[src/rtl/riscv_pkg.sv]
`default_nettype none
// ============================================================================
// Module   : riscv_pkg
// Purpose  : Shared fetch-path constants and the {pc, instr} FIFO entry type.
// Revision : 1.0 - initial release
// ============================================================================
package riscv_pkg;

    localparam int          XLEN      = 32;
    localparam logic [31:0] INSTR_NOP = 32'h0000_0013;
    localparam logic [31:0] PC_STEP   = 32'd4;

    typedef struct packed {
        logic [XLEN-1:0] pc;
        logic [XLEN-1:0] instr;
    } fetch_entry_t;

    function automatic logic is_word_aligned(input logic [XLEN-1:0] addr);
        return (addr[1:0] == 2'b00);
    endfunction

endpackage
`default_nettype wire

[src/rtl/instruction_fetch_unit_if.sv]
`default_nettype none
// ============================================================================
// Module   : instruction_fetch_unit_if
// Purpose  : Bundles the imem, redirect and decode-handshake signals of the IFU.
// Revision : 1.0 - initial release
// ============================================================================
interface instruction_fetch_unit_if;
    import riscv_pkg::*;

    logic            fetch_en;
    logic [XLEN-1:0] imem_addr;
    logic [XLEN-1:0] imem_instr;
    logic            redirect_valid;
    logic [XLEN-1:0] redirect_pc;
    logic            out_valid;
    logic            out_ready;
    logic [XLEN-1:0] out_pc;
    logic [XLEN-1:0] out_instr;
    logic            fetch_fault;

    // master = the fetch unit itself
    modport master (
        input  fetch_en,
        input  imem_instr,
        input  redirect_valid,
        input  redirect_pc,
        input  out_ready,
        output imem_addr,
        output out_valid,
        output out_pc,
        output out_instr,
        output fetch_fault
    );

    modport slave (
        output fetch_en,
        output imem_instr,
        output redirect_valid,
        output redirect_pc,
        output out_ready,
        input  imem_addr,
        input  out_valid,
        input  out_pc,
        input  out_instr,
        input  fetch_fault
    );

endinterface
`default_nettype wire

[src/rtl/instruction_fetch_unit_fifo.sv]
`default_nettype none
// ============================================================================
// Module   : fetch_fifo
// Purpose  : Circular prefetch buffer with push/pop/flush; owns the pointers.
// Revision : 1.0 - initial release
// ============================================================================
module fetch_fifo #(
    parameter int DEPTH = 4,
    parameter int WIDTH = 64
) (
    input  wire logic                       clk,
    input  wire logic                       rst,
    input  wire logic                       push,
    input  wire logic                       pop,
    input  wire logic                       flush,
    input  wire logic [WIDTH-1:0]           wdata,
    output logic      [$clog2(DEPTH+1)-1:0] count,
    output logic      [WIDTH-1:0]           head
);

    localparam int AW = $clog2(DEPTH);
    localparam int CW = $clog2(DEPTH+1);

    logic [WIDTH-1:0] r_mem [DEPTH];
    logic [AW-1:0]    r_wr_ptr;
    logic [AW-1:0]    r_rd_ptr;
    logic [CW-1:0]    r_count;

    // Storage is cleared only on reset so the head reads zero out of reset;
    // a flush just rewinds the pointers.
    always_ff @(posedge clk) begin
        if (rst) begin
            r_wr_ptr <= '0;
            r_rd_ptr <= '0;
            r_count  <= '0;
            for (int i = 0; i < DEPTH; i++) begin
                r_mem[i] <= '0;
            end
        end else if (flush) begin
            r_wr_ptr <= '0;
            r_rd_ptr <= '0;
            r_count  <= '0;
        end else begin
            if (push) begin
                r_mem[r_wr_ptr] <= wdata;
                r_wr_ptr        <= r_wr_ptr + AW'(1);
            end
            if (pop) begin
                r_rd_ptr <= r_rd_ptr + AW'(1);
            end
            r_count <= r_count + CW'(push) - CW'(pop);
        end
    end

    assign count = r_count;
    assign head  = r_mem[r_rd_ptr];

endmodule
`default_nettype wire

[src/rtl/instruction_fetch_unit.sv]
`default_nettype none
// ============================================================================
// Module   : instruction_fetch_unit
// Purpose  : PC owner, imem address driver, prefetch FIFO and redirect logic.
//            Optional misaligned-redirect trap: define IFU_MISALIGN_TRAP_EN.
// Revision : 1.0 - initial release
// ============================================================================
module instruction_fetch_unit
    import riscv_pkg::*;
#(
    parameter logic [31:0] RESET_PC = 32'h0000_0000,
    parameter int          DEPTH    = 4
) (
    input wire logic                   clk,
    input wire logic                   rst,
    instruction_fetch_unit_if.master   bus
);

    localparam int            CW      = $clog2(DEPTH+1);
    localparam int            EW      = $bits(fetch_entry_t);
    localparam logic [CW-1:0] c_depth = CW'(DEPTH);

    logic [XLEN-1:0] r_pc;
    logic [CW-1:0]   w_count;
    logic [EW-1:0]   w_head_bits;
    fetch_entry_t    w_head;
    fetch_entry_t    w_wr_entry;
    logic            w_pop;
    logic            w_push;
    logic            w_fault;
    logic [XLEN-1:0] w_redirect_target;

    assign w_pop  = bus.out_valid & bus.out_ready;
    assign w_push = bus.fetch_en & ~bus.redirect_valid & ~w_fault
                  & ((w_count < c_depth) | w_pop);

`ifdef IFU_MISALIGN_TRAP_EN
    logic r_fault;

    // Sticky until the next redirect, which either re-arms or clears it.
    always_ff @(posedge clk) begin
        if (rst) begin
            r_fault <= 1'b0;
        end else if (bus.redirect_valid) begin
            r_fault <= ~is_word_aligned(bus.redirect_pc);
        end
    end

    assign w_fault           = r_fault;
    assign w_redirect_target = bus.redirect_pc;
`else
    assign w_fault           = 1'b0;
    assign w_redirect_target = {bus.redirect_pc[XLEN-1:2], 2'b00};
`endif

    always_ff @(posedge clk) begin
        if (rst) begin
            r_pc <= RESET_PC;
        end else if (bus.redirect_valid) begin
            r_pc <= w_redirect_target;
        end else if (w_push) begin
            r_pc <= r_pc + PC_STEP;
        end
    end

    assign w_wr_entry = '{pc: r_pc, instr: bus.imem_instr};

    fetch_fifo #(
        .DEPTH (DEPTH),
        .WIDTH (EW)
    ) u_fifo (
        .clk   (clk),
        .rst   (rst),
        .push  (w_push),
        .pop   (w_pop),
        .flush (bus.redirect_valid),
        .wdata (w_wr_entry),
        .count (w_count),
        .head  (w_head_bits)
    );

    assign w_head          = fetch_entry_t'(w_head_bits);
    assign bus.imem_addr   = r_pc;
    assign bus.out_valid   = (w_count != '0);
    assign bus.out_pc      = w_head.pc;
    assign bus.out_instr   = w_head.instr;
    assign bus.fetch_fault = w_fault;

endmodule
`default_nettype wire

[src/flat_wrapper.sv]
// flat-port wrapper written by rule: the top's interface ports become plain ports
module instruction_fetch_unit_flat import riscv_pkg::*;
#(
    parameter logic [31:0] RESET_PC = 32'h0000_0000,
    parameter int          DEPTH    = 4
)
  (clk, rst, bus_fetch_en, bus_imem_instr, bus_redirect_valid, bus_redirect_pc, bus_out_ready, bus_imem_addr, bus_out_valid, bus_out_pc, bus_out_instr, bus_fetch_fault);
  instruction_fetch_unit_if bus_i ();
  input wire logic clk;
  input wire logic rst;
  input wire logic [$bits(bus_i.fetch_en)-1:0] bus_fetch_en;
  input wire logic [$bits(bus_i.imem_instr)-1:0] bus_imem_instr;
  input wire logic [$bits(bus_i.redirect_valid)-1:0] bus_redirect_valid;
  input wire logic [$bits(bus_i.redirect_pc)-1:0] bus_redirect_pc;
  input wire logic [$bits(bus_i.out_ready)-1:0] bus_out_ready;
  output wire logic [$bits(bus_i.imem_addr)-1:0] bus_imem_addr;
  output wire logic [$bits(bus_i.out_valid)-1:0] bus_out_valid;
  output wire logic [$bits(bus_i.out_pc)-1:0] bus_out_pc;
  output wire logic [$bits(bus_i.out_instr)-1:0] bus_out_instr;
  output wire logic [$bits(bus_i.fetch_fault)-1:0] bus_fetch_fault;
  assign bus_i.fetch_en = bus_fetch_en;
  assign bus_i.imem_instr = bus_imem_instr;
  assign bus_i.redirect_valid = bus_redirect_valid;
  assign bus_i.redirect_pc = bus_redirect_pc;
  assign bus_i.out_ready = bus_out_ready;
  assign bus_imem_addr = bus_i.imem_addr;
  assign bus_out_valid = bus_i.out_valid;
  assign bus_out_pc = bus_i.out_pc;
  assign bus_out_instr = bus_i.out_instr;
  assign bus_fetch_fault = bus_i.fetch_fault;
  instruction_fetch_unit #(.RESET_PC(RESET_PC), .DEPTH(DEPTH)) u_core (.clk(clk), .rst(rst), .bus(bus_i));
endmodule
[config.mk]
export PLATFORM = sky130hd
export DESIGN_NAME = instruction_fetch_unit_flat
export DESIGN_NICKNAME = d
export VERILOG_FILES = /design/src/rtl/riscv_pkg.sv /design/src/rtl/instruction_fetch_unit_if.sv /design/src/rtl/instruction_fetch_unit_fifo.sv /design/src/rtl/instruction_fetch_unit.sv /design/src/flat_wrapper.sv
export SDC_FILE = /design/constraint.sdc
export NUM_CORES = 1
export LEC_CHECK = 0
export ABC_CLOCK_PERIOD_IN_PS = 5800
export CAP_MARGIN = 20
export CORE_ASPECT_RATIO = 1.1
export CORE_MARGIN = 4
export CORE_UTILIZATION = 60
export CTS_BUF_LIST = sky130_fd_sc_hd__clkbuf_8
export DETAILED_ROUTE_END_ITERATION = 10
export PLACE_DENSITY = 0.95
export SLEW_MARGIN = 20
export SYNTH_ARGS = -nofsm -noshare
export SYNTH_HDL_FRONTEND = slang
export SYNTH_SLANG_ARGS = --single-unit
[constraint.sdc]
create_clock -name clk -period 5.8 [get_ports clk]
set_input_delay 1.16 -clock clk [delete_from_list [all_inputs] [get_ports clk]]
set_output_delay 1.16 -clock clk [all_outputs]
set_load 0.02 [all_outputs]
# After elaboration in Yosys (flattened, before gate mapping)
# Memory sizes are Yosys's and may differ from the RTL's. A register that Yosys moved wholly into a read port is not among the register bits.
# Cells that the tools add are included.
# word_totals
regBits	39
ram_bits	256
input_bits	69
out_inout_bits	98
mem_count	1
# classes
n_addsub	5
magnitude_cmp	1
n_mux	13
bitwise_logic	5
reduce_logical	4
# memory_table
name	words	word_bits	read_ports	rd_clocked_by_memory_dff	write_ports	line_no	source
u_core.u_fifo.r_mem	4	64	1	1	4	instruction_fetch_unit_fifo.sv:24	logic [WIDTH-1:0] r_mem [DEPTH];
# op_table
op	count
$mux W32	2
$mux W64	1
$reduce_or A64 Y1	1
$add A32 B3 Y32 const B	1
$mux W1	7
$mux W2	3
$add A2 B1 Y2 const B	2
$add A3 B1 Y3	1
$and A1 B1 Y1	3
$lt A3 B3 Y1 const B	1
$reduce_bool A3 Y1	1
$sub A3 B1 Y3	1
$reduce_bool A2 Y1	1
$reduce_or A2 Y1	1
$not A1 Y1	1
$or A1 B1 Y1	1

# Depth between registers and ports, before layout
# Gate-level depths: netlist of run 1.
# logic_depth
ltp_word	10
mapped_depth	9
depth_no_buf	8

# Hierarchy
# A second synthesis of run 1 with hierarchy kept.
# hier_totals
hier_cells	995
area_unflattened_um2	13469.2
# modules_own_cells
mod	instances	cells_per_inst	area_each_um2
fetch_fifo	1	733	11502.3
instruction_fetch_unit	1	262	1966.9

# Worst setup path after synthesis of run 1
# Ideal clock, no wire load.
# synth_timing
path_kind	input -> register
from	input rst
to	memory u_core.u_fifo.r_mem[0][0] (enable)
arrival_time_ps	3648
path_slack_ps	1734
stages	7
path_buffers	4
cell_sequence	clkbuf_1 or2_1 buf_2 nor3_2 buf_2 clkbuf_1 a21o_1
# synth_lines
element	line_no	source
start: declaration	flat_wrapper.sv:10	input wire logic rst;
end: declaration	instruction_fetch_unit_fifo.sv:24	

==> results.yml, run 1 <==
run_status:
  outcome: "finished clean"
sta:
  worst_pin_slew_ps: 1060
  fin_crit_ps: 4120
  fmax_mhz: 243
  fin_skew_ps: 23.9
  slew_violations: 0
  setup_violations: 0
  tns_ps: 0
  hold_viol_final: 0
  setup_slack_ps: 1680
  rsz0062_at_grt: "no"
  post-route-period-util: 0.709
  slew_headroom: 0.291
synthesis:
  synth.avg_cell_area_sq_um: 13.7
  synthTopCellsByArea: "edfxtp_1, mux4_2, dfxtp_1"
  syn_area_sq_um: 12900
  synth_edf_count: 248
  synth_top_area_frac: 0.578
  synth_cell_types: 57
  yosys_register_bits: 287
  async_reset_ff_frac: 0
  synthFlopType: "edfxtp_1"
  synth_top_area_cell: "edfxtp_1"
  synth_seq_area_share: 0.639
  postSynthCellCount: 938
  ys_warn_count: 0
clocking:
  ctsResizeCount: 0
  cts_hold_buffers: 0
  ctsHtreeMaxLevel: 2
  clk_latency_ps: 550
  root_buffer: "clkbuf_8"
  cts_inserted_buffers: 44
  clock-sinks: 287
  clk_pin_slew_ps: 60
  cts_setup_buffers: 0
  cts_tree: "yes"
  clock_path_buffers: 3
setup_path:
  path_max_fanout: 38
  cp_cell_sequence: "buf_4 > mux4_2 > clkdlybuf4s50_1"
  slowest_stage: "dfxtp_4"
  cp_data_arrival_time_ps: 2960
  crit_path_end_kind: "output port"
  slowest_delay_ps: 870
  critPathLaunchType: "register"
  required_ps: 4640
  crit_type: "register to output port"
  reg2reg_depth: 4
route:
  drt_iter0_drc: 623
  postRouteAntennaNets: 0
  routed_wl_mm: 29.7
  avgViaCountPerCell: 6.02
  vias: 8425
  detail_route.first_pass.iterations: 5
  wl_per_cell_microns: 21.2
  drc: 0
final_layout:
  syn_to_final_growth_pct: 20.5
  mostFrequentLayoutCells: "edfxtp_1, clkdlybuf4s50_1, and3_1, nor2_1, inv_1"
  final_common_cell: "edfxtp_1"
  final_layout_size_suffix_gt1_frac: 0.136
  fin_area_sq_um: 15500
  fin_nets: 1154
  fillCellCount: 1256
  n_antenna_cell: 0
  stdcell_count: 1400
global_route:
  antenna_found_initial: 0
  grt_max_degree: 113
  first_global_vias: 8987
  grt_use_total: 0.254
  grt_overflow_total: 0
  grt_pass1_wl_mm: 48.0
pwr:
  seqPwrFrac: 0.534
  irDropWorstVdd_v: 0.000197
  power.share.clock: 0.361
  switching_power_w: 0.00108
  p_leak_nw: 6.09
  power-per-cell-area_nw_per_um2: 290
  internal_power_w: 0.00342
  switching_share: 0.240
  power.share.combinational: 0.104
floorplan:
  start_util: 0.618
  fp.dieW_microns: 148
  dieHeight_microns: 162
  rows: 55
  io_pins: 167
  dieArea_sq_um: 23900
  core_sq_um: 20900
placed_design:
  io_buffers: 159
  dp.cells: 1320
  place_area_sq_um: 14700
  preCtsSetupSlack_ps: 1760
  place_hpwl_mm: 17.6
  place_congestion: 0.902
run:
  drv_cap: 0
min_path:
  holdPathStages: 2
  hp-class: "register to register"
## worst max-delay path: cells and delay by family (launching register included)
| kind | cells | cell delay (ps) |
|---|---|---|
| flops | 1 | 870 |
| buf+inv | 2 | 970 |
| mux | 1 | 550 |
## registers in the layout, indices dropped and copies added (netlist names), named ones only
register                flops
u_core.u_fifo.r_rd_ptr      2
u_core.u_fifo.count         3
u_core.u_fifo.r_wr_ptr      2
u_core.u_fifo.r_mem       248
u_core.bus.imem_addr       30
## cell usage after synthesis (2+ instances only)
cell	count
o311ai_0	3
nor3b_1	2
or3_1	5
nor3_2	2
nand4_2	2
nor2_1	94
a21o_1	3
inv_1	48
a31oi_1	5
xnor2_1	3
o31a_1	3
nand4b_1	3
buf_2	15
clkbuf_1	53
a21oi_1	3
dfxtp_1	39
o21ai_0	5
nor2b_1	3
nand3_1	16
nor4_1	2
mux4_2	62
or2_2	2
buf_1	4
and2_1	41
nand2b_1	4
buf_4	6
a311oi_1	8
a32oi_1	3
nand2_1	42
nor4_2	2
xor2_1	9
and3_1	121
or4_1	4
edfxtp_1	248
nor3_1	12
o31ai_1	8
nand4_1	13
a221oi_1	5
a211oi_1	9
and4_1	5
ha_1	3
o221ai_1	3
## cells by family after synthesis
group / synth area share
fa+ha+maj: 0.00447
simple gates: 0.161
other cells: 0.000291
buf+inv: 0.0402
mux: 0.108
compound gates: 0.0392
flops: 0.639
xor+xnor: 0.00816
## metrics by stage
stage	utilization	power, W	hold slack [ps]
after floorplan	-	0.00269	485
after global placement	0.703	0.00290	503
after detailed placement	0.703	0.00292	528
after CTS	0.744	0.00453	536
after global routing	0.744	0.00467	585
final	0.744	0.00451	545
## final cells by class
| class | instances | area [sq um] | share of cell area |
|---|---|---|---|
| sequential | 287 | 8240 | 0.531 |
| multi-input combinational | 528 | 4200 | 0.270 |
| timing repair buffer | 171 | 1690 | 0.109 |
| clock buffer | 49 | 674 | 0.0434 |
| tap | 285 | 357 | 0.0230 |
| inverter | 49 | 184 | 0.0118 |
| clock inverter | 31 | 181 | 0.0117 |
## layer usage
| layer | part of all wire | track usage | vias up |
|---|---|---|---|
| li1 | - | - | 3825 |
| met1 | 0.37 | 0.328 | 4084 |
| met2 | 0.51 | 0.434 | 461 |
| met3 | 0.10 | 0.0550 | 55 |
| met4 | 0.020 | 0.0801 | 0 |
| met5 | 0 | 0 | - |
## power groups by stage
stage          clock network, W  logic [W]  registers, W
5_1_grt                 0.00175   0.000502       0.00242
3_3_place_gp                  0   0.000461       0.00244
6_report                0.00163   0.000470       0.00241
4_1_cts                 0.00165   0.000473       0.00241
3_5_place_dp                  0   0.000469       0.00245
2_1_floorplan                 0   0.000250       0.00244
## worst paths after layout
kind	end	slack, ps	startpoint
setup reg to reg	u_core.u_fifo.r_mem[3][57]$_DFFE_PP_	3120	u_core.u_fifo.count[2]$_SDFF_PP0_
hold reg to reg	register	550	u_core.u_fifo.r_rd_ptr[0]$_SDFFE_PP0P_
setup / recovery	bus_out_instr[11]	1680	register
hold / removal	register	550	u_core.u_fifo.r_rd_ptr[0]$_SDFFE_PP0P_
No activity file was read; power rests on OpenSTA's default activity.
==> inputs of run 2 (changes only) <==
Settings changed: ABC_CLOCK_PERIOD_IN_PS 5800 to 3600, CORE_UTILIZATION 60 to 52, PLACE_DENSITY 0.95 to 0.9.
Clock period 5.8 ns to 3.6 ns, I/O delays scaled along.
==> run 2 against run 1 <==
Against the previous run: sequential power is 61% higher; first-iteration DRC count is 24% higher; critical path depth stayed put; critical endpoint is now bus_out_pc[3]; hold slack worse by 7.5 ps; total power is 62% higher; register-to-register slack worse by 1800 ps; utilization is 9.8 points lower; clock skew is 6.7 ps lower; final area is 1.6% higher; largest power group unchanged; die area is 15% higher; clock power is 61% higher.
==> results.yml, run 2 (synthesized netlist as in run 1, its figures left out) <==
run_status:
  outcome: "finished clean"
placed_design:
  place_hpwl_mm: 18.9
  dp.cells: 1359
  io_buffers: 159
  preCtsSetupSlack_ps: 534
  place_congestion: 0.833
  place_area_sq_um: 14900
clocking:
  clk_latency_ps: 540
  ctsHtreeMaxLevel: 2
  cts_setup_buffers: 0
  root_buffer: "clkbuf_8"
  cts_tree: "yes"
  ctsResizeCount: 0
  cts_hold_buffers: 0
  clock-sinks: 287
  clk_pin_slew_ps: 60
  cts_inserted_buffers: 44
  clock_path_buffers: 3
global_route:
  grt_overflow_total: 0
  grt_use_total: 0.219
  grt_pass1_wl_mm: 47.3
  grt_max_degree: 181
  antenna_found_initial: 1
  first_global_vias: 8925
pwr:
  power-per-cell-area_nw_per_um2: 462
  switching_share: 0.241
  internal_power_w: 0.00553
  switching_power_w: 0.00176
  seqPwrFrac: 0.531
  power.share.clock: 0.361
  p_leak_nw: 6.20
  irDropWorstVdd_v: 0.000246
  power.share.combinational: 0.108
setup_path:
  required_ps: 2880
  path_max_fanout: 22
  critPathLaunchType: "register"
  cp_data_arrival_time_ps: 2620
  crit_type: "register to output port"
  crit_path_end_kind: "output port"
floorplan:
  dieArea_sq_um: 27400
  rows: 60
  start_util: 0.528
  core_sq_um: 24400
  fp.dieW_microns: 158
  dieHeight_microns: 173
  io_pins: 167
sta:
  fin_hold_ws_ps: 538
  fmax_mhz: 299
  setup_slack_ps: 256
  hold_viol_final: 0
  worst_pin_slew_ps: 807
  slew_headroom: 0.458
  setup_violations: 0
  fin_skew_ps: 17.2
  tns_ps: 0
  post-route-period-util: 0.929
  rsz0062_at_grt: "no"
  slew_violations: 0
  fin_crit_ps: 3340
final_layout:
  fillCellCount: 1745
  largest_reg_flops: 248
  final_layout_size_suffix_gt1_frac: 0.149
  syn_to_final_growth_pct: 22.4
  fin_area_sq_um: 15800
  mostFrequentLayoutCells: "edfxtp_1, clkdlybuf4s50_1, and3_1, nor2_1, inv_1"
  fin_nets: 1168
  stdcell_count: 1439
  top_register: "u_core.u_fifo.r_mem"
  final_common_cell: "edfxtp_1"
route:
  avgViaCountPerCell: 5.93
  drt_iter0_drc: 770
  wl_per_cell_microns: 21.0
  routed_wl_mm: 30.2
  postRouteAntennaNets: 0
  drc: 0
  vias: 8540
  detail_route.first_pass.iterations: 7
min_path:
  hp-class: "register to register"
run:
  drv_cap: 0
==> run 2: changes by cell type in the layout (fill, tap and decap cells not counted), sizes merged <==
cell and delta:
clkinvlp -1, inv +1, clkinv -1, buf +14, diode +1
==> run 2: power by group through the flow <==
stage	Sequential (W)	Combinational (W)	Clock, W
3_5_place_dp	0.00394	0.000793	0
3_3_place_gp	0.00392	0.000777	0
6_report	0.00387	0.000789	0.00263
4_1_cts	0.00387	0.000796	0.00268
5_1_grt	0.00389	0.000841	0.00283
2_1_floorplan	0.00392	0.000403	0
==> run 2: metrics by stage <==
step | util | power, W
6_report | 0.646 | 0.00729
3_3_place_gp | 0.611 | 0.00470
4_1_cts | 0.646 | 0.00735
3_5_place_dp | 0.611 | 0.00473
5_1_grt | 0.646 | 0.00756
2_1_floorplan | - | 0.00433
==> run 2: metal layers <==
layer	GRT usage	up-vias	part of all wire
met4	0.0675	0	0.023
li1	-	3861	-
met1	0.285	4193	0.38
met2	0.379	424	0.52
met3	0.0345	62	0.077
met5	0	-	0
==> run 2: path summary, 6_finish.rpt <==
path                                               start                                      to  slack [ps]  depth (start not counted)
hold reg to reg   u_core.u_fifo.r_rd_ptr[1]$_SDFFE_PP0P_  u_core.u_fifo.r_rd_ptr[1]$_SDFFE_PP0P_         540                          2
setup / recovery                                register                           bus_out_pc[3]         260                          3
setup reg to reg    u_core.bus.imem_addr[2]$_SDFFE_PP0P_   u_core.bus.imem_addr[12]$_SDFFE_PP0P_        1300                          5
hold / removal    u_core.u_fifo.r_rd_ptr[1]$_SDFFE_PP0P_  u_core.u_fifo.r_rd_ptr[1]$_SDFFE_PP0P_         540                          2
==> run 2: area by class of cell <==
type / count / area (sq um) / share of cell area
tap: 310 / 388 / 0.0246
clock buffer: 49 / 674 / 0.0428
multi-input combinational: 528 / 4200 / 0.267
timing repair buffer: 185 / 1900 / 0.120
inverter: 49 / 184 / 0.0117
antenna: 1 / 2.50 / 0.000159
sequential: 287 / 8240 / 0.522
clock inverter: 30 / 181 / 0.0115
==> run 2: worst max-delay path, stage by stage, from the launching register on <==
cell and delay, ps:
dfxtp_4 630, buf_4 330, mux4_2 520, clkdlybuf4s50_1 590
==> inputs of run 3 (changes only) <==
Settings changed: ABC_AREA set to 0, CORE_UTILIZATION 52 to 60, DONT_BUFFER_PORTS set to 1.
==> run 3 against run 2 <==
Against the previous run: clock-buffer cell count up 4; flip-flop and latch count unchanged; clock skew down 3.4 ps; via count down 7.9%; first-iteration DRC count up 2.6%; global-route usage up 3.0 points; fmax up 17%; utilization up 3.1 points; sequential power about the same; die area down 13%; final area down 10%.
==> results.yml, run 3 (synthesized netlist as in run 1, its figures left out) <==
run_status:
  outcome: "finished clean"
placed_design:
  place_congestion: 0.838
  io_buffers: 0
  place_hpwl_mm: 18.1
  place_area_sq_um: 13200
clocking:
  ctsResizeCount: 0
  clock_path_buffers: 3
  cts_tree: "yes"
  root_buffer: "clkbuf_8"
  cts_setup_buffers: 0
  cts_hold_buffers: 0
  ctsHtreeMaxLevel: 2
  clock-sinks: 287
  clk_pin_slew_ps: 60
  clk_latency_ps: 560
  cts_inserted_buffers: 45
sta:
  post-route-period-util: 0.795
  tns_ps: 0
  hold_viol_final: 0
  slew_violations: 0
  slew_headroom: 0.364
  fmax_mhz: 350
  fin_crit_ps: 2860
  worst_pin_slew_ps: 955
  setup_violations: 0
  rsz0062_at_grt: "no"
  fin_skew_ps: 13.9
setup_path:
  path_max_fanout: 15
  cp_data_arrival_time_ps: 2140
  required_ps: 2880
  critPathLaunchType: "register"
  crit_path_end_kind: "output port"
  crit_type: "register to output port"
floorplan:
  start_util: 0.618
  fp.dieW_microns: 148
  dieArea_sq_um: 23900
  core_sq_um: 20900
  dieHeight_microns: 162
  rows: 55
  io_pins: 167
global_route:
  grt_overflow_total: 0
  grt.busiest_layer: "met2"
  antenna_found_initial: 0
  use_met1: 0.321
  grt_use_total: 0.249
  first_global_vias: 8034
  groute.layer.met2.usage: 0.421
  grt_pass1_wl_mm: 46.2
  grtUsageMet3: 0.0745
  grt_max_degree: 106
final_layout:
  syn_to_final_growth_pct: 9.55
  mostFrequentLayoutCells: "edfxtp_1, and3_1, nor2_1, mux4_2, inv_1"
  fin_area_sq_um: 14100
  final_common_cell: "edfxtp_1"
  top_register: "u_core.u_fifo.r_mem"
  fin_nets: 1002
  final_layout_size_suffix_gt1_frac: 0.168
  largest_reg_flops: 248
pwr:
  p_leak_nw: 5.56
  irDropWorstVdd_v: 0.000340
  power-per-cell-area_nw_per_um2: 511
route:
  drc: 0
  routed_wl_mm: 29.3
  drt_iter0_drc: 790
  detail_route.first_pass.iterations: 5
  vias: 7868
  wl_per_cell_microns: 23.4
  avgViaCountPerCell: 6.28
  postRouteAntennaNets: 0
min_path:
  hp-class: "primary input to register"
run:
  drv_cap: 0
run 3: routing by layer:
| metal | part of all wire | wire length, microns |
|---|---|---|
| met5 | 0 | 0 |
| met4 | 0.017 | 489 |
| met3 | 0.11 | 3230 |
| met2 | 0.51 | 14800 |
| met1 | 0.37 | 10800 |
run 3: worst max-delay path, stage by stage, from the launching register on:
cell	delay, ps
dfxtp_4	550
buf_4	370
mux4_2	650
run 3: layout make-up:
cell class	count	area, sq um
inverter	49	184
fill	1413	6740
antenna	1	2.50
timing repair buffer	18	198
tap	285	357
multi-input combinational	528	4200
clock buffer	53	729
sequential	287	8240
clock inverter	31	206
run 3: path summary, 6_finish.rpt:
path,startpoint,end,slack [ps],cells after the start
worst max-delay path,register,bus_out_pc[11],740,2
worst min-delay path,rst,u_core.bus.imem_addr[14]$_SDFFE_PP0P_,230,1
worst max register to register,u_core.bus.imem_addr[3]$_SDFFE_PP0P_,u_core.bus.imem_addr[12]$_SDFFE_PP0P_,1080,5
worst min register to register,u_core.u_fifo.r_rd_ptr[1]$_SDFFE_PP0P_,u_core.u_fifo.r_rd_ptr[1]$_SDFFE_PP0P_,540,2
run 3: where the power goes:
part	switching (W)	total [W]	internal, W
clock network	0.00125	0.00281	0.00156
logic	0.000336	0.000509	0.000173
registers	0.000132	0.00390	0.00377
total	0.00172	0.00722	0.00550
run 3: metrics by stage:
stage / util / hold slack (ps) / setup WS (ps) / total power [W] / instances
finish: 0.677 / 229 / 739 / 0.00722 / 1252
floorplan: - / 485 / 324 / 0.00433 / 942
CTS: 0.677 / 203 / 671 / 0.00726 / 1251
detailed placement: 0.632 / 528 / 991 / 0.00449 / 1167
global placement: 0.632 / 502 / 1050 / 0.00446 / 1167
global route: 0.677 / 202 / 600 / 0.00748 / 1251
